===== config.mk =====
export PLATFORM = sky130hd
export DESIGN_NAME = pattern_scroller
export DESIGN_NICKNAME = d
export VERILOG_FILES = /design/src/rtl/pattern_scroller.sv
export SDC_FILE = /design/constraint.sdc
export NUM_CORES = 1
export LEC_CHECK = 0
export CORE_ASPECT_RATIO = 1.1
export CORE_UTILIZATION = 62
export CTS_CLUSTER_SIZE = 28
export DETAILED_ROUTE_END_ITERATION = 16
export PLACE_DENSITY = 0.89
export SLEW_MARGIN = 10
export SYNTH_ARGS = -nofsm -noshare
export SYNTH_HDL_FRONTEND = slang
export SYNTH_SLANG_ARGS = --single-unit

===== constraint.sdc =====
create_clock -name clk -period 14.3 [get_ports clk]
set_input_delay 3.575 -clock clk [delete_from_list [all_inputs] [get_ports clk]]
set_output_delay 3.575 -clock clk [all_outputs]
set_load 0.1 [all_outputs]

===== src/rtl/pattern_scroller.sv =====
// Scrolling 4-character window over one of four fixed 8-character messages,
// emitted as active-low 7-segment patterns for the display multiplexer.
module pattern_scroller #(
    parameter int TICK_DIV = 50_000_000
) (
    input  logic       clk,
    input  logic       rst,
    input  logic [1:0] sel,
    input  logic       dir,
    input  logic       pause,
    input  logic       step,
    output logic [7:0] digit3,
    output logic [7:0] digit2,
    output logic [7:0] digit1,
    output logic [7:0] digit0,
    output logic [2:0] pos,
    output logic       wrap
);

    localparam int                CNT_W    = $clog2(TICK_DIV);
    localparam logic [CNT_W-1:0] CNT_LAST = CNT_W'(TICK_DIV - 1);
    localparam logic [4:0]        BLANK    = 5'h10;

    logic [CNT_W-1:0] cnt, cnt_nx;
    logic [2:0]       pos_nx;
    logic             wrap_nx;
    logic             step_s, step_d;
    logic [1:0]       sel_q;
    logic             tick, step_edge, sel_chg, advance;

    // Character codes 0..F are hex digits; BLANK is an unlit digit.
    function automatic logic [4:0] char_code(input logic [1:0] s, input logic [2:0] idx);
        logic [4:0] c;
        c = BLANK;
        case (s)
            2'd0: c = {2'b00, idx};
            2'd1: c = {2'b01, idx};
            2'd2: begin
                case (idx)
                    3'd0: c = 5'hD;
                    3'd1: c = 5'hE;
                    3'd2: c = 5'hA;
                    3'd3: c = 5'hD;
                    3'd4: c = 5'hB;
                    3'd5: c = 5'hE;
                    3'd6: c = 5'hE;
                    default: c = 5'hF;
                endcase
            end
            default: begin
                case (idx)
                    3'd0: c = 5'hC;
                    3'd1: c = 5'hA;
                    3'd2: c = 5'hF;
                    3'd3: c = 5'hE;
                    default: c = BLANK;
                endcase
            end
        endcase
        return c;
    endfunction

    function automatic logic [7:0] glyph(input logic [4:0] c);
        logic [7:0] g;
        g = 8'hFF;
        case (c)
            5'h0: g = 8'hC0;
            5'h1: g = 8'hF9;
            5'h2: g = 8'hA4;
            5'h3: g = 8'hB0;
            5'h4: g = 8'h99;
            5'h5: g = 8'h92;
            5'h6: g = 8'h82;
            5'h7: g = 8'hF8;
            5'h8: g = 8'h80;
            5'h9: g = 8'h90;
            5'hA: g = 8'h88;
            5'hB: g = 8'h83;
            5'hC: g = 8'hC6;
            5'hD: g = 8'hA1;
            5'hE: g = 8'h86;
            5'hF: g = 8'h8E;
            default: g = 8'hFF;
        endcase
        return g;
    endfunction

    always_comb begin
        tick      = (cnt == CNT_LAST);
        step_edge = step_s & ~step_d;
        sel_chg   = (sel != sel_q);
        advance   = pause ? step_edge : tick;
        cnt_nx    = tick ? '0 : cnt + 1'b1;
        pos_nx    = pos;
        wrap_nx   = 1'b0;
        if (sel_chg) begin
            cnt_nx = '0;
            pos_nx = 3'd0;
        end else if (advance) begin
            if (dir) begin
                pos_nx  = pos - 3'd1;
                wrap_nx = (pos == 3'd0);
            end else begin
                pos_nx  = pos + 3'd1;
                wrap_nx = (pos == 3'd7);
            end
        end
    end

    // Digits are computed from the next position so they always match pos.
    always_ff @(posedge clk) begin
        if (rst) begin
            cnt    <= '0;
            pos    <= 3'd0;
            wrap   <= 1'b0;
            digit3 <= 8'hFF;
            digit2 <= 8'hFF;
            digit1 <= 8'hFF;
            digit0 <= 8'hFF;
            step_s <= step;
            step_d <= step;
            sel_q  <= sel;
        end else begin
            cnt    <= cnt_nx;
            pos    <= pos_nx;
            wrap   <= wrap_nx;
            digit3 <= glyph(char_code(sel, pos_nx));
            digit2 <= glyph(char_code(sel, pos_nx + 3'd1));
            digit1 <= glyph(char_code(sel, pos_nx + 3'd2));
            digit0 <= glyph(char_code(sel, pos_nx + 3'd3));
            step_s <= step;
            step_d <= step_s;
            sel_q  <= sel;
        end
    end

endmodule


==> results.py, run 1 <==
metrics = {
    "power_and_ir_drop": {
        "ir_worst_vdd_v": 0.0000944,
        "pwr_density_cell_mw_per_mm2": 111,
        "p_leak_nw": 1.87,
        "finalPower_w": 0.000539,
    },
    "cells_and_area": {
        "n_antenna_cell": 0,
        "drive_above_1_share_pct": 6.16,
        "finalNetCount": 592,
        "syn_to_final_growth_pct": 13.1,
        "layout_commonest_cell": "dfxtp_1",
        "layout_common_cells": "dfxtp_1, nor2_1, nand2_1",
    },
    "timing": {
        "worst_slew_pin_slew_ns": 1.10,
        "finalCriticalPeriod_ns": 7.83,
        "max_slew_margin_pct": 26.5,
        "skew_ns": 0.0123,
        "setup_violations": 0,
        "fmax_ghz": 0.128,
        "slew_viol_final": 0,
        "period_share_pct": 54.8,
        "holdWs_ns": 0.469,
        "setup-tns-final_ns": 0,
        "postLayoutSetupSlackWorst_ns": 6.47,
        "finalHoldViolCount": 0,
        "rsz0062_at_grt": "no",
    },
    "critical_path": {
        "crit_chain": "clkdlybuf4s50_1 -> o41a_4 -> xnor2_1 -> nand2_1 -> ha_1 -> ha_1 -> o21ai_0 -> a221oi_1 -> o22ai_1 -> mux4_2 -> nand2b_1",
        "r2r_start": "cnt[9]",
        "r2r_cells": 12,
        "required_ns": 14.52,
        "setup.worst_path.end_class": "flop",
        "cp_data_arrival_time_ns": 8.05,
        "crit_fanout": 15,
        "crit_start": "pause",
        "max_stage_delay_ns": 0.86,
        "startpoint_type": "input port",
        "crit_top_cell": "ha_1",
        "path_class": "input port to flop",
        "r2r_slack_ns": 8.79,
        "critPathSlowestCell": "o22ai_1",
        "r2r_end": "digit0[3]",
    },
    "clock_network": {
        "post_cts_buffers": 0,
        "clock_sinks": 62,
        "clkTransAtPathRegs_ns": 0.07,
        "clk_path_buf_depth": 2,
        "root_buffer": "clkbuf_8",
        "cts_tree": "built",
        "cts_hold_buf": 0,
        "htree_levels": 3,
        "cts-resized-gates": 0,
        "cts-buffers-inserted": 9,
        "clock_latency_ns": 0.34,
    },
    "global_route": {
        "gr-usage-all-layers_pct": 30.5,
        "grt_start_max_net_pins": 30,
        "grt_overflow": 0,
        "antenna_found_initial": 0,
        "grt_pass1_wl_mm": 17.2,
        "first_global_vias": 3761,
    },
    "yosys": {
        "netlist_area_mm2": 0.00430,
        "synth_top_area_share_pct": 28.8,
        "yosys.area.top_type": "dfxtp_1",
        "ys_seq_area_share_pct": 28.8,
        "synth_edf_count": 0,
        "netlist_instances": 523,
        "postSynthAreaPerCell_um2": 8.23,
        "ys_warn_count": 0,
        "ys_async_sr_fraction_pct": 0,
        "synth_cell_types": 74,
        "synth-main-ff-cell": "dfxtp_1",
        "ys_ff_latch": 62,
        "synth.area.top_cells": "dfxtp_1, ha_1, nor2_1",
    },
    "die": {
        "die_h_um": 89.4,
        "row_count": 31,
        "core-area_mm2": 0.00663,
        "ios": 43,
        "die_area_mm2": 0.00728,
        "start_util_pct": 64.9,
        "die_x_um": 81.4,
    },
    "routing": {
        "drt_wl_total_mm": 10.4,
        "num_vias": 4004,
        "ant_nets": 0,
        "drt-initial-drc-count": 386,
        "wl_per_cell_um": 16.3,
        "vias_per_cell": 6.32,
        "drc_errors": 0,
        "first_pass_iters": 5,
    },
    "placement": {
        "place_hpwl_mm": 7.43,
        "io_buffer_count": 38,
        "post-place-ws_ns": 6.20,
        "gp_congestion": 0.999,
    },
    "worst_hold_path": {
        "hold_start": "cnt[0]",
        "hp-class": "flop to flop",
        "holdPathStages": 1,
        "hold_end": "cnt[0]",
    },
    "run_status": {
        "status": "complete, no violations",
    },
    "job": {
        "drv_cap": 0,
    },
}
==> kinds of logic (layout without fill, tap and decap cells) <==
family          Yosys count  after routing  share of synthesized area, %
buf+inv                  56             82                          5.49
simple gates            209            209                          24.4
flops                    62             62                          28.8
fa+ha+maj                38             38                          11.2
other cells               1              4                        0.0871
xor+xnor                 31             31                          6.98
compound gates          108            108                          18.2
mux                      18             18                          4.83
==> cell type report <==
type	count	area, um^2
multi-input combinational	408	2840
timing repair buffer	39	388
sequential	62	1240
inverter	27	101
clock buffer	10	138
clock inverter	6	61.3
tap	82	103
fill	507	1760
==> through the flow <==
step	instance area, um^2	cells	util (%)
2_1_floorplan	4320	526	-
3_3_place_gp	4670	618	70.4
3_5_place_dp	4670	618	70.4
4_1_cts	4870	634	73.4
5_1_grt	4870	634	73.4
6_report	4870	634	73.4
==> registers in the layout, summed over array words and instances, names as in the netlist <==
signal  flops
cnt        26
digit0      7
digit1      7
digit2      7
digit3      7
pos         3
sel_q       2
step_d      1
step_s      1
wrap        1
==> critical path: cells and delay by family <==
family,cells,cell delay (ns)
AOI/OAI and AO/OA,4,1.88
muxes,1,0.41
and+or+nand+nor,2,0.45
buffers and inverters,1,0.45
adders and majority gates,2,0.88
xor gates and xnor gates,1,0.41
==> report_power, final <==
part           switching (W)  internal, W
clock network      0.0000683    0.0000845
logic               0.000146    0.0000520
registers         0.00000364     0.000185
total               0.000218     0.000321
==> metal layers <==
| metal | vias to the layer above | track usage (%) | part of all wire [%] | wire length, um |
|---|---|---|---|---|
| met4 | 0 | 12.3 | 1.8 | 189 |
| met1 | 1922 | 37.3 | 43 | 4410 |
| li1 | 1921 | - | - | - |
| met2 | 138 | 51.5 | 50 | 5180 |
| met5 | - | 0 | 0 | 0 |
| met3 | 23 | 6.73 | 5.4 | 561 |
==> cell usage after synthesis (7+ instances only) <==
master and instances:
nor4_1 10, ha_1 37, o21ai_0 20, xnor2_1 11, nand2b_1 8, and2_1 7
nor3_1 12, clkbuf_1 21, a21oi_1 18, mux2i_1 14, o211ai_1 9, xor2_1 18
nor2_1 60, or3_1 7, o221ai_1 8, nand3_1 23, nand2_1 44, dfxtp_1 62
inv_1 27, nand4_1 8
==> how the worst max path moves through the flow <==
| stage | to | slack (ns) | cells after the start |
|---|---|---|---|
| after floorplan | digit2[0] | 7.27 | 15 |
| after global placement | digit0[3] | 6.31 | 13 |
| after detailed placement | digit0[3] | 6.20 | 13 |
| after CTS | digit0[3] | 6.56 | 13 |
| after global routing | digit2[0] | 6.19 | 15 |
| final | digit0[3] | 6.47 | 11 |
No activity file was read; power rests on OpenSTA's default activity.
==> inputs of run 2 (changes only) <==
Settings changed: CORE_UTILIZATION 62 to 52, PLACE_DENSITY 0.89 to 0.8.
Clock period 14.3 ns to 6.4 ns, I/O delays scaled along.
==> results.py, run 2 (synthesis gave the netlist of run 1 again) <==
metrics = {
    "run_status": {
        "status": "complete, no violations",
    },
    "routing": {
        "wl_per_cell_um": 15.3,
        "vias_per_cell": 6.00,
        "drc_errors": 0,
        "drt-initial-drc-count": 303,
        "num_vias": 3996,
        "drt_wl_total_mm": 10.2,
        "ant_nets": 0,
        "first_pass_iters": 5,
    },
    "clock_network": {
        "cts_tree": "built",
        "post_cts_buffers": 0,
        "cts_hold_buf": 0,
        "clock_sinks": 62,
        "cts-buffers-inserted": 9,
        "clock_latency_ns": 0.35,
        "clkTransAtPathRegs_ns": 0.08,
        "root_buffer": "clkbuf_8",
        "clk_path_buf_depth": 2,
        "cts-resized-gates": 0,
        "htree_levels": 3,
    },
    "critical_path": {
        "crit_chain": "clkdlybuf4s50_1 -> fa_1 -> mux2i_1 -> nand2b_1 -> ha_1 -> ha_1 -> or3_1 -> o211ai_1 -> inv_1 -> ha_1 -> inv_1 -> mux4_2 -> nand2b_1",
        "startpoint_type": "input port",
        "crit_start": "dir",
        "cp_data_arrival_time_ns": 5.80,
        "setup.worst_path.end_class": "flop",
        "critPathSlowestCell": "fa_1",
        "r2r_start": "cnt[11]",
        "crit_top_cell": "ha_1",
        "required_ns": 6.62,
        "crit_fanout": 10,
        "max_stage_delay_ns": 0.68,
        "path_class": "input port to flop",
    },
    "global_route": {
        "antenna_found_initial": 0,
        "grt_start_max_net_pins": 29,
        "grt_pass1_wl_mm": 17.2,
        "grt_overflow": 0,
        "gr-usage-all-layers_pct": 25.0,
        "first_global_vias": 3697,
    },
    "power_and_ir_drop": {
        "p_sw_share_pct": 40.9,
        "finalPower_w": 0.00123,
        "p_leak_nw": 1.91,
        "pwr_density_cell_mw_per_mm2": 248,
        "p_int_w": 0.000724,
        "power_frac_seq_pct": 34.2,
        "clockPowerShare_pct": 29.4,
        "combPwrFrac_pct": 36.4,
        "ir_worst_vdd_v": 0.000136,
        "p_switching_w": 0.000502,
    },
    "placement": {
        "place_inst": 650,
        "gp_congestion": 0.960,
        "postPlaceCellArea_mm2": 0.00475,
        "place_hpwl_mm": 7.54,
        "io_buffer_count": 38,
    },
    "cells_and_area": {
        "instances_no_fill": 666,
        "layout_common_cells": "dfxtp_1, nor2_1, nand2_1",
        "finalNetCount": 598,
        "layout_commonest_cell": "dfxtp_1",
        "fin_area_mm2": 0.00496,
        "regMostFlops": "cnt",
        "syn_to_final_growth_pct": 15.1,
        "largest_reg_flops": 26,
        "drive_above_1_share_pct": 7.17,
        "fillers": 700,
        "postLayoutCoreUtil_pct": 62.3,
        "n_antenna_cell": 0,
    },
    "timing": {
        "worst_slew_pin_slew_ns": 1.00,
        "rsz0062_at_grt": "no",
        "fmax_ghz": 0.179,
        "setup_violations": 0,
        "slew_viol_final": 0,
        "setup-tns-final_ns": 0,
        "skew_ns": 0.0100,
        "period_share_pct": 87.1,
        "max_slew_margin_pct": 32.8,
        "finalHoldViolCount": 0,
        "finalCriticalPeriod_ns": 5.58,
    },
    "die": {
        "die_area_mm2": 0.00865,
        "core-area_mm2": 0.00796,
        "die_h_um": 97.4,
        "start_util_pct": 54.1,
        "die_x_um": 88.7,
        "row_count": 34,
        "ios": 43,
    },
    "worst_hold_path": {
        "hold_start": "cnt[0]",
        "hp-class": "flop to flop",
    },
    "job": {
        "drv_cap": 0,
    },
}
## run 2: cell types whose count changed in the layout (fill, tap and decap cells not counted)
cell        delta
buf_4          +6
clkinv_2       -2
clkinv_4       +2
clkinvlp_4     -1
inv_6          +1
## run 2: power by group through the flow
stage | logic [W] | registers (W) | clock network (W)
2_1_floorplan | 0.000171 | 0.000607 | 0
3_3_place_gp | 0.000434 | 0.000428 | 0
3_5_place_dp | 0.000442 | 0.000429 | 0
4_1_cts | 0.000444 | 0.000420 | 0.000367
5_1_grt | 0.000473 | 0.000423 | 0.000386
6_report | 0.000447 | 0.000420 | 0.000361
## run 2: layout make-up
| class | instances | area, um^2 | share of cell area, % |
|---|---|---|---|
| clock inverters | 6 | 70.1 | 1.41 |
| well taps | 108 | 135 | 2.73 |
| flip-flops and latches | 62 | 1240 | 25.0 |
| clock buffers | 10 | 138 | 2.78 |
| repair buffers | 45 | 433 | 8.74 |
| inverters | 27 | 101 | 2.04 |
| multi-input cells | 408 | 2840 | 57.3 |
## run 2: per-layer routing
metal / wire length (um) / vias up / part of all wire (%) / GRT usage, %
met5: 0 / - / 0 / 0
met4: 294 / 0 / 2.9 / 10.7
met3: 619 / 31 / 6.1 / 5.61
met2: 4880 / 147 / 48 / 40.6
met1: 4370 / 1878 / 43 / 31.4
li1: - / 1940 / - / -
## run 2: path summary, 6_finish.rpt
check | end | cells past startpoint | slack (ns)
min reg2reg | cnt[0] | 1 | 0.48
max reg2reg | digit0[3] | 14 | 1.20
min | cnt[0] | 1 | 0.48
max | digit0[3] | 13 | 0.82
## run 2: critical path: cells and delay by family
kind                       cells  cell delay, ns
adders and majority gates      4            1.84
buffers and inverters          3            0.77
muxes                          2            0.54
and+or+nand+nor                3            0.81
AOI/OAI and AO/OA              1            0.24
## run 2: through the flow
| step | setup slack (ns) | hold WS (ns) |
|---|---|---|
| after floorplan | 1.35 | 0.426 |
| after global routing | 0.518 | 0.515 |
| final | 0.824 | 0.475 |
| after detailed placement | 0.496 | 0.464 |
| after global placement | 0.625 | 0.447 |
| after CTS | 0.860 | 0.481 |
